**src/rtl/id_hazard_ctrl.sv**
```systemverilog
// id_hazard_ctrl: ID-stage interlock controller for the 16-bit five-stage core.
// Tracks destination registers in flight in EX and MEM and drives the PC,
// IF/ID and downstream pipeline-register enables, the IF/ID flush and the
// ID/EX bubble. It also keeps a saturating count of hazard-stall cycles.
// Build option: define HAZARD_FWD_EN when the EX/MEM->EX and MEM/WB->EX
// forwarding paths exist. Only a load in EX then forces a stall (load-use).
// Without it, any in-flight producer in EX or MEM interlocks.

module id_hazard_ctrl (
    input  logic        clk,
    input  logic        rst,
    input  logic [15:0] id_instr,
    input  logic        id_valid,
    input  logic        br_taken,
    input  logic        mem_busy,
    output logic        pc_en,
    output logic        ifid_en,
    output logic        ifid_flush,
    output logic        idex_bubble,
    output logic        pipe_en,
    output logic [15:0] stall_cnt
);

    // Scoreboard entries {valid, dest, is_load} for EX and MEM, plus the counter.
    logic        ex_valid_q,  ex_valid_d;
    logic [2:0]  ex_dest_q,   ex_dest_d;
    logic        ex_load_q,   ex_load_d;
    logic        mem_valid_q, mem_valid_d;
    logic [2:0]  mem_dest_q,  mem_dest_d;
    logic        mem_load_q,  mem_load_d;
    logic [15:0] stall_cnt_q, stall_cnt_d;

    // Fields of the instruction sitting in IF/ID.
    logic [3:0]  opcode;
    logic [2:0]  rd;
    logic [2:0]  rs1;
    logic [2:0]  rs2;
    logic        reads_rs1;
    logic        reads_rs2;
    logic        reads_rd;
    logic        writes_rd;
    logic        is_load;
    logic        hazard;

    // The rs2 low bits are immediate/unused fields. The MEM load flag is kept
    // for visibility only, because the hazard check never consults it.
    logic        unused_bits;
    assign unused_bits = ^{id_instr[2:0], mem_load_q};

    assign opcode = id_instr[15:12];
    assign rd     = id_instr[11:9];
    assign rs1    = id_instr[8:6];
    assign rs2    = id_instr[5:3];

    // Decode which register fields the instruction reads and whether it writes rd.
    always_comb begin
        reads_rs1 = 1'b0;
        reads_rs2 = 1'b0;
        reads_rd  = 1'b0;
        writes_rd = 1'b0;
        is_load   = 1'b0;
        case (opcode)
            4'd1, 4'd2, 4'd3, 4'd4, 4'd5, 4'd6, 4'd7, 4'd8: begin
                reads_rs1 = 1'b1;
                reads_rs2 = 1'b1;
                writes_rd = 1'b1;
            end
            4'd9: begin
                reads_rs1 = 1'b1;
                writes_rd = 1'b1;
                is_load   = 1'b1;
            end
            4'd10: begin
                reads_rs1 = 1'b1;
                reads_rd  = 1'b1;
            end
            4'd11: begin
                reads_rs1 = 1'b1;
            end
            default: begin
                reads_rs1 = 1'b0;
            end
        endcase
    end

    // RAW check of every read source against the in-flight destinations.
    // r0 is hardwired to zero, so a zero source never matches anything.
    always_comb begin
        logic [2:0] src [3];
        logic       rd_en [3];
        hazard   = 1'b0;
        src[0]   = rs1;
        src[1]   = rs2;
        src[2]   = rd;
        rd_en[0] = reads_rs1;
        rd_en[1] = reads_rs2;
        rd_en[2] = reads_rd;
        for (int i = 0; i < 3; i++) begin
            if (id_valid && rd_en[i] && (src[i] != 3'd0)) begin
`ifdef HAZARD_FWD_EN
                if (ex_valid_q && ex_load_q && (ex_dest_q == src[i]))
                    hazard = 1'b1;
`else
                if (ex_valid_q && (ex_dest_q == src[i]))
                    hazard = 1'b1;
                if (mem_valid_q && (mem_dest_q == src[i]))
                    hazard = 1'b1;
`endif
            end
        end
    end

    // Control priority (rst, mem_busy, br_taken, hazard, run) and next scoreboard/counter.
    always_comb begin
        logic bubble;
        pc_en       = 1'b1;
        ifid_en     = 1'b1;
        ifid_flush  = 1'b0;
        idex_bubble = 1'b0;
        pipe_en     = 1'b1;
        bubble      = 1'b0;
        ex_valid_d  = ex_valid_q;
        ex_dest_d   = ex_dest_q;
        ex_load_d   = ex_load_q;
        mem_valid_d = mem_valid_q;
        mem_dest_d  = mem_dest_q;
        mem_load_d  = mem_load_q;
        stall_cnt_d = stall_cnt_q;

        if (rst) begin
            pc_en       = 1'b0;
            ifid_en     = 1'b0;
            pipe_en     = 1'b0;
            ifid_flush  = 1'b1;
            idex_bubble = 1'b1;
        end else if (mem_busy) begin
            pc_en       = 1'b0;
            ifid_en     = 1'b0;
            pipe_en     = 1'b0;
        end else begin
            if (br_taken) begin
                // The stalled instruction is being flushed, so no stall is counted.
                ifid_flush = 1'b1;
                bubble     = 1'b1;
            end else if (hazard) begin
                pc_en   = 1'b0;
                ifid_en = 1'b0;
                bubble  = 1'b1;
                if (stall_cnt_q != 16'hFFFF)
                    stall_cnt_d = stall_cnt_q + 16'd1;
            end
            idex_bubble = bubble;

            mem_valid_d = ex_valid_q;
            mem_dest_d  = ex_dest_q;
            mem_load_d  = ex_load_q;
            if (bubble) begin
                ex_valid_d = 1'b0;
                ex_dest_d  = 3'd0;
                ex_load_d  = 1'b0;
            end else begin
                ex_valid_d = id_valid && writes_rd && (rd != 3'd0);
                ex_dest_d  = rd;
                ex_load_d  = is_load;
            end
        end
    end

    // State registers with synchronous reset.
    always_ff @(posedge clk) begin
        if (rst) begin
            ex_valid_q  <= 1'b0;
            ex_dest_q   <= 3'd0;
            ex_load_q   <= 1'b0;
            mem_valid_q <= 1'b0;
            mem_dest_q  <= 3'd0;
            mem_load_q  <= 1'b0;
            stall_cnt_q <= 16'd0;
        end else begin
            ex_valid_q  <= ex_valid_d;
            ex_dest_q   <= ex_dest_d;
            ex_load_q   <= ex_load_d;
            mem_valid_q <= mem_valid_d;
            mem_dest_q  <= mem_dest_d;
            mem_load_q  <= mem_load_d;
            stall_cnt_q <= stall_cnt_d;
        end
    end

    assign stall_cnt = stall_cnt_q;

endmodule

```
**config.mk**
```make
export PLATFORM = sky130hd
export DESIGN_NAME = id_hazard_ctrl
export DESIGN_NICKNAME = d
export VERILOG_FILES = /design/src/rtl/id_hazard_ctrl.sv
export SDC_FILE = /design/constraint.sdc
export NUM_CORES = 1
export LEC_CHECK = 0
export ABC_AREA = 1
export CORE_MARGIN = 2
export CORE_UTILIZATION = 25
export DETAILED_ROUTE_END_ITERATION = 16
export PLACE_DENSITY = 0.56
export SETUP_SLACK_MARGIN = 0.02
export SLEW_MARGIN = 20
export SYNTH_ARGS = -nofsm -noshare
export SYNTH_HDL_FRONTEND = slang
export SYNTH_SLANG_ARGS = --single-unit
```
**constraint.sdc**
```tcl
create_clock -name clk -period 3.41 [get_ports clk]
set_input_delay 0.682 -clock clk [delete_from_list [all_inputs] [get_ports clk]]
set_output_delay 0.682 -clock clk [all_outputs]
set_load 0.05 [all_outputs]
```
==> results_dict.tcl, run 1 <==
set metrics [dict create \
    slew-limit-headroom_pct 65.90 \
    antenna_left 0 \
    synth_mux_area_share_pct 0 \
    n_antenna_cell 0 \
    hold_path_depth 2 \
    die_x_um 87.35 \
    slowest_delay_ns 0.54 \
    die-height_um 87.35 \
    cp-end-kind "primary output" \
    drc 0 \
    drt_pass1_iterations 4 \
    post_cts_buffers 0 \
    io_buffers 38 \
    cts_root_buf "clkbuf_8" \
    start_util_pct 25.70 \
    yosysSeqAreaShare_pct 27.67 \
    crit_slowest_cell "clkdlybuf4s50_1" \
    antenna_found_initial 0 \
    critPathLaunchType "primary input" \
    async_flop_share_pct 0 \
    netlist_area_um2 1737 \
    syn_nets 319 \
    ys.flop_type "dfxtp_1" \
    via_count 1916 \
    gp_congestion 0.8402 \
    worstSetupPathType "primary input to primary output" \
    grt_pass1_wl_um 7900 \
    clock_skew_ns 0.001896 \
    area_delta_synth_final_pct 31.63 \
    max_cap_viol_count 0 \
    cts_max_path_buffers 2 \
    vias_per_cell 4.628 \
    nNetsFinal 357 \
    dp_hpwl_um 3449 \
    grt_usage_pct 12.34 \
    cts_tree "yes" \
    min_period_ns 2.993 \
    cp_max_fo 5 \
    synth-compound-area-share_pct 9.582 \
    rows 30 \
    ys_warn_count 0 \
    timing.final.crit_share_pct 87.77 \
    grt_max_degree 20 \
    synth_top_family_by_area "simple AND/OR/NAND/NOR gates" \
    tns_ns 0 \
    dieArea_um2 7629 \
    drive_gt1_share_pct 6.886 \
    cellLeakagePower_uw 0.0009670 \
    cp_data_arrival_time_ns 2.31 \
    overflow 0 \
    yosys.area.top_type "dfxtp_1" \
    crit_path_cell_trace "clkdlybuf4s50_1, inv_1, nand2_1, nand2_1, nor2_1, nand2_1, nand2_1, nand2_1, nand3_2, nor2_2, o21ai_0, buf_4" \
    status "completed" \
    synthAdderAreaFrac_pct 0.7205 \
    synth-edff-count 0 \
    synth.distinct_cells 25 \
    synthTopCellsByArea "dfxtp_1 28%, nand2_1 24%, nand4_1 7.6%" \
    finalWirelength_um 4680 \
    slew_viol_final 0 \
    cts.clk_slew.worst_paths_ns 0.09 \
    cellPowerDensity_nw_per_um2 261.3 \
    cpMostUsedCell "nand2_1" \
    finalSetupViolations 0 \
    min_path_type "flop to flop" \
    rsz0062_at_grt "false" \
    synth_top_cell_area_share_pct 27.67 \
    cp_data_required_time_ns 2.73 \
    cts.sinks 24 \
    drt_iter0_markers 77 \
    worstRegToRegCells 11 \
    fmax_ghz 0.3341 \
    post_drt_wl_per_cell_um 11.30 \
    synth_xor_area_share_pct 4.539 \
    pin_count 42 \
    ys_ff_latch 24 \
    avgSynthCellArea_um2 5.847 \
    power_uw 597.3 \
    yosys.area_share.simple_pct 47.19 \
    synthCells 297 \
    ir_worst_vdd_uv 133.0 \
    cts_made_buffers 3 \
    cts_max_level 1 \
    worstMarginPinSlew_ns 0.5099 \
    clkLatencyLatePin_ns 0.26 \
    hold_violations 0 \
    grt_pass1_vias 1805 \
    fin_hold_ws_ns 0.5071 \
    core-area_um2 6756 \
]
## power breakdown
part | switching (µW) | internal, µW | leakage (µW)
sequential | 5.89 | 284 | 0.000194
combinational | 65.4 | 46.2 | 0.000744
clock | 92.9 | 103 | 0.0000288
## state kept, by name, summed over array words and instances (netlist names)
| register | flops |
|---|---|
| mem_dest_q | 3 |
| ex_valid_q | 1 |
| stall_cnt | 16 |
| ex_dest_q | 3 |
| mem_valid_q | 1 |
## cells in the final DEF (no fill, tap or decap), drive strengths merged
master         instances
xor2                   6
a21oi                 26
clkdlybuf4s50         33
nor3                   5
nand3                 13
dfxtp                 24
inv                   33
ha                     1
clkbuf                 4
xnor2                  3
nand4                 21
nor2                  35
o21ai                  5
nand2                113
clkinv                 2
a21boi                 1
buf                    9
## worst paths after layout
check	startpoint	to	slack, ns
worst max-delay path	id_instr[7]	idex_bubble	0.42
worst min-delay path	stall_cnt[3]	stall_cnt[3]	0.51
worst min register to register	stall_cnt[3]	stall_cnt[3]	0.51
worst max register to register	stall_cnt[0]	stall_cnt[15]	1.40
## metal layers
| layer | GRT usage [%] | part of all wire, % |
|---|---|---|
| met2 | 20.66 | 44 |
| met3 | 1.896 | 4.2 |
| met4 | 2.657 | 0.75 |
| met1 | 16.70 | 51 |
| met5 | 0 | 0 |
## synth_stat cells, types with 2 or more instances
| cell | count |
|---|---|
| nor2_4 | 2 |
| nor3_1 | 4 |
| clkinv_1 | 2 |
| xnor2_1 | 3 |
| xor2_1 | 6 |
| clkbuf_1 | 5 |
| nand2_1 | 112 |
| buf_2 | 2 |
| nand3_1 | 11 |
| dfxtp_1 | 24 |
| nor2_1 | 32 |
| inv_1 | 33 |
| a21oi_1 | 25 |
| nand4_1 | 21 |
| o21ai_0 | 5 |
## kinds of logic after synthesis
family          count (synthesis)
simple gates                  187
compound gates                 32
xor+xnor                        9
fa+ha+maj                       1
flops                          24
buf+inv                        44
## final cells by class
cell class	count	area, µm²
Clock buffer	4	55.05
Sequential cell	24	480.5
Multi-Input combinational cell	229	1084
Fill cell	747	4471
Tap cell	80	100.1
Inverter	35	131.4
Timing Repair Buffer	42	435.4
## critical path: cells and delay by family
family / cells / cell delay [ns]
compound gates: 1 / 0.16
simple gates: 8 / 0.62
buf+inv: 3 / 0.84
## metrics by stage
| stage | setup slack, ns | area (µm²) | std cells | utilization (%) |
|---|---|---|---|---|
| global placement | 0.3350 | 2228 | 410 | 32.98 |
| global route | 0.1461 | 2286 | 414 | 33.83 |
| floorplan | 0.2219 | 1740 | 297 | - |
| detailed placement | 0.3038 | 2228 | 410 | 32.98 |
| CTS | 0.2935 | 2283 | 414 | 33.80 |
| finish | 0.4171 | 2286 | 414 | 33.83 |
## what timing repair did
item                       in CTS  in global routing
hold buffers                    0                  0
resized for setup               0                  1
setup endpoints to repair       0                  1
Note: power is estimated with default switching activity, not from simulation.
==> run 2, diff against run 1 <==
Clock period 3.41 ns to 3.4 ns, I/O delays scaled along.
==> run 2 against run 1 <==
Sequential power hardly changed. Sequential share of layout area hardly changed. Via count is 0.73% lower. Clock power is 2% higher. Count of clock-buffer cells in the layout stayed put. Core utilization hardly changed. Flip-flop and latch count stayed put. Critical endpoint unchanged. Highest routed layer unchanged.
==> results_dict.tcl, run 2 (synthesized netlist as in run 1, its figures left out) <==
set metrics [dict create \
    cts_max_path_buffers 2 \
    antenna_found_initial 0 \
    fin_hold_ws_ns 0.5084 \
    max_cap_viol_count 0 \
    clkLatencyLatePin_ns 0.27 \
    rrSetupSlack_ns 1.39 \
    core-area_um2 6756 \
    grt_max_degree 20 \
    layout_common_cells "112 x nand2_1, 33 x inv_1, 33 x clkdlybuf4s50_1, 32 x nor2_1, 25 x a21oi_1" \
    crit_start "id_instr[11]" \
    slowest_delay_ns 0.45 \
    cts_made_buffers 3 \
    slew_viol_final 0 \
    ir_worst_vdd_uv 126.0 \
    cpMostUsedCell "nand2_1" \
    antenna_left 0 \
    cp_data_arrival_time_ns 2.41 \
    finalWirelength_um 4706 \
    critPathBufInv 3 \
    drt_pass1_iterations 4 \
    crit_slowest_cell "clkdlybuf4s50_1" \
    fmax_ghz 0.3237 \
    cp_data_required_time_ns 2.72 \
    nNetsFinal 357 \
    postCtsHoldBufs 0 \
    grt_usage_pct 12.66 \
    tns_ns 0 \
    rsz0062_at_grt "false" \
    drc 0 \
    gp_congestion 0.8381 \
    reg2reg_from "stall_cnt[0]" \
    drive_gt1_share_pct 6.587 \
    ctsResizeCount 0 \
    timing.final.crit_share_pct 90.86 \
    hold_violations 0 \
    finalSetupViolations 0 \
    via_count 1902 \
    cts.sinks 24 \
    cellLeakagePower_uw 0.0009668 \
    die-height_um 87.35 \
    dieArea_um2 7629 \
    area_delta_synth_final_pct 31.48 \
    clock_skew_ns 0.002979 \
    post_drt_wl_per_cell_um 11.37 \
    min_path_type "flop to flop" \
    n_antenna_cell 0 \
    io_buffers 38 \
    overflow 0 \
    drt_iter0_markers 100 \
    post_cts_buffers 0 \
    grt_pass1_vias 1769 \
    grt_pass1_wl_um 7935 \
    cp-end-kind "primary output" \
    crit_path_cell_trace "clkdlybuf4s50_1, inv_1, nand2_1, nand2_1, nor2_1, nand2_1, nand2_1, nand2_1, nand3_2, nor2_1, o21ai_0, buf_4" \
    rows 30 \
    final_common_cell "nand2_1" \
    cts_max_level 1 \
    min_period_ns 3.089 \
    cellPowerDensity_nw_per_um2 263.9 \
    critPathLaunchType "primary input" \
    start_util_pct 25.70 \
    vias_per_cell 4.594 \
    cts.clk_slew.worst_paths_ns 0.09 \
    largest_reg_flops 16 \
    cp_max_fo 5 \
    worstSetupPathType "primary input to primary output" \
    die_x_um 87.35 \
    slew-limit-headroom_pct 66.15 \
    cts_root_buf "clkbuf_8" \
    cts_tree "yes" \
    pin_count 42 \
    hold_path.startpoint "stall_cnt[3]" \
    cpLargestDelayFamily "buffers and inverters" \
    dp_hpwl_um 3440 \
    status "completed" \
    worstMarginPinSlew_ns 0.5062 \
]
run 2: cell counts in the layout (fill, tap and decap cells not counted):
No cell type changed its count.
run 2: layout make-up:
class                      instances  area (µm²)
sequential                        24       480.5
tap                               80       100.1
inverter                          35       131.4
timing repair buffer              42       435.4
multi-input combinational        229        1081
fill                             759        4473
clock buffer                       4       55.05
run 2: report_power, final:
group	switching [µW]	leakage (µW)	total, µW	internal (µW)
Combinational	65.4	0.000744	112	46.2
Clock	96.7	0.0000288	200	104
Sequential	5.88	0.000194	291	285
run 2: worst reg2reg max path: stages (launching register included):
cell,delay (ns)
dfxtp_1,0.36
ha_1,0.24
nand2_1,0.09
inv_1,0.04
nand3_1,0.13
nor2_2,0.08
nand2_2,0.09
nor2_4,0.04
nor2_4,0.36
nand3_4,0.27
nand2_1,0.12
a21oi_1,0.06
run 2: path summary, 6_finish.rpt:
check	to	depth (start not counted)
setup / recovery	idex_bubble	12
hold / removal	stall_cnt[3]	2
setup reg to reg	stall_cnt[15]	11
hold reg to reg	stall_cnt[3]	2
run 2: per-stage QoR:
step                      instance area, µm²  worst slack [ns]  std cells  total power (µW)  util, %
after global placement                  2228            0.3258        410             408.6    32.98
after CTS                               2283            0.2777        414             609.3    33.80
final                                   2283            0.3108        414             602.6    33.80
after floorplan                         1740            0.2159        297             358.8        -
after detailed placement                2228            0.2918        410             409.4    32.98
after global routing                    2283           0.04120        414             634.2    33.80
run 2: routing by layer:
layer  vias to the layer above  global-route usage [%]  wire length, µm
met3                         5                   1.611              246
met2                        45                   20.66             2074
li1                       1021                       -                -
met5                         -                       0                0
met4                         0                   2.937               51
met1                       831                   17.66             2332
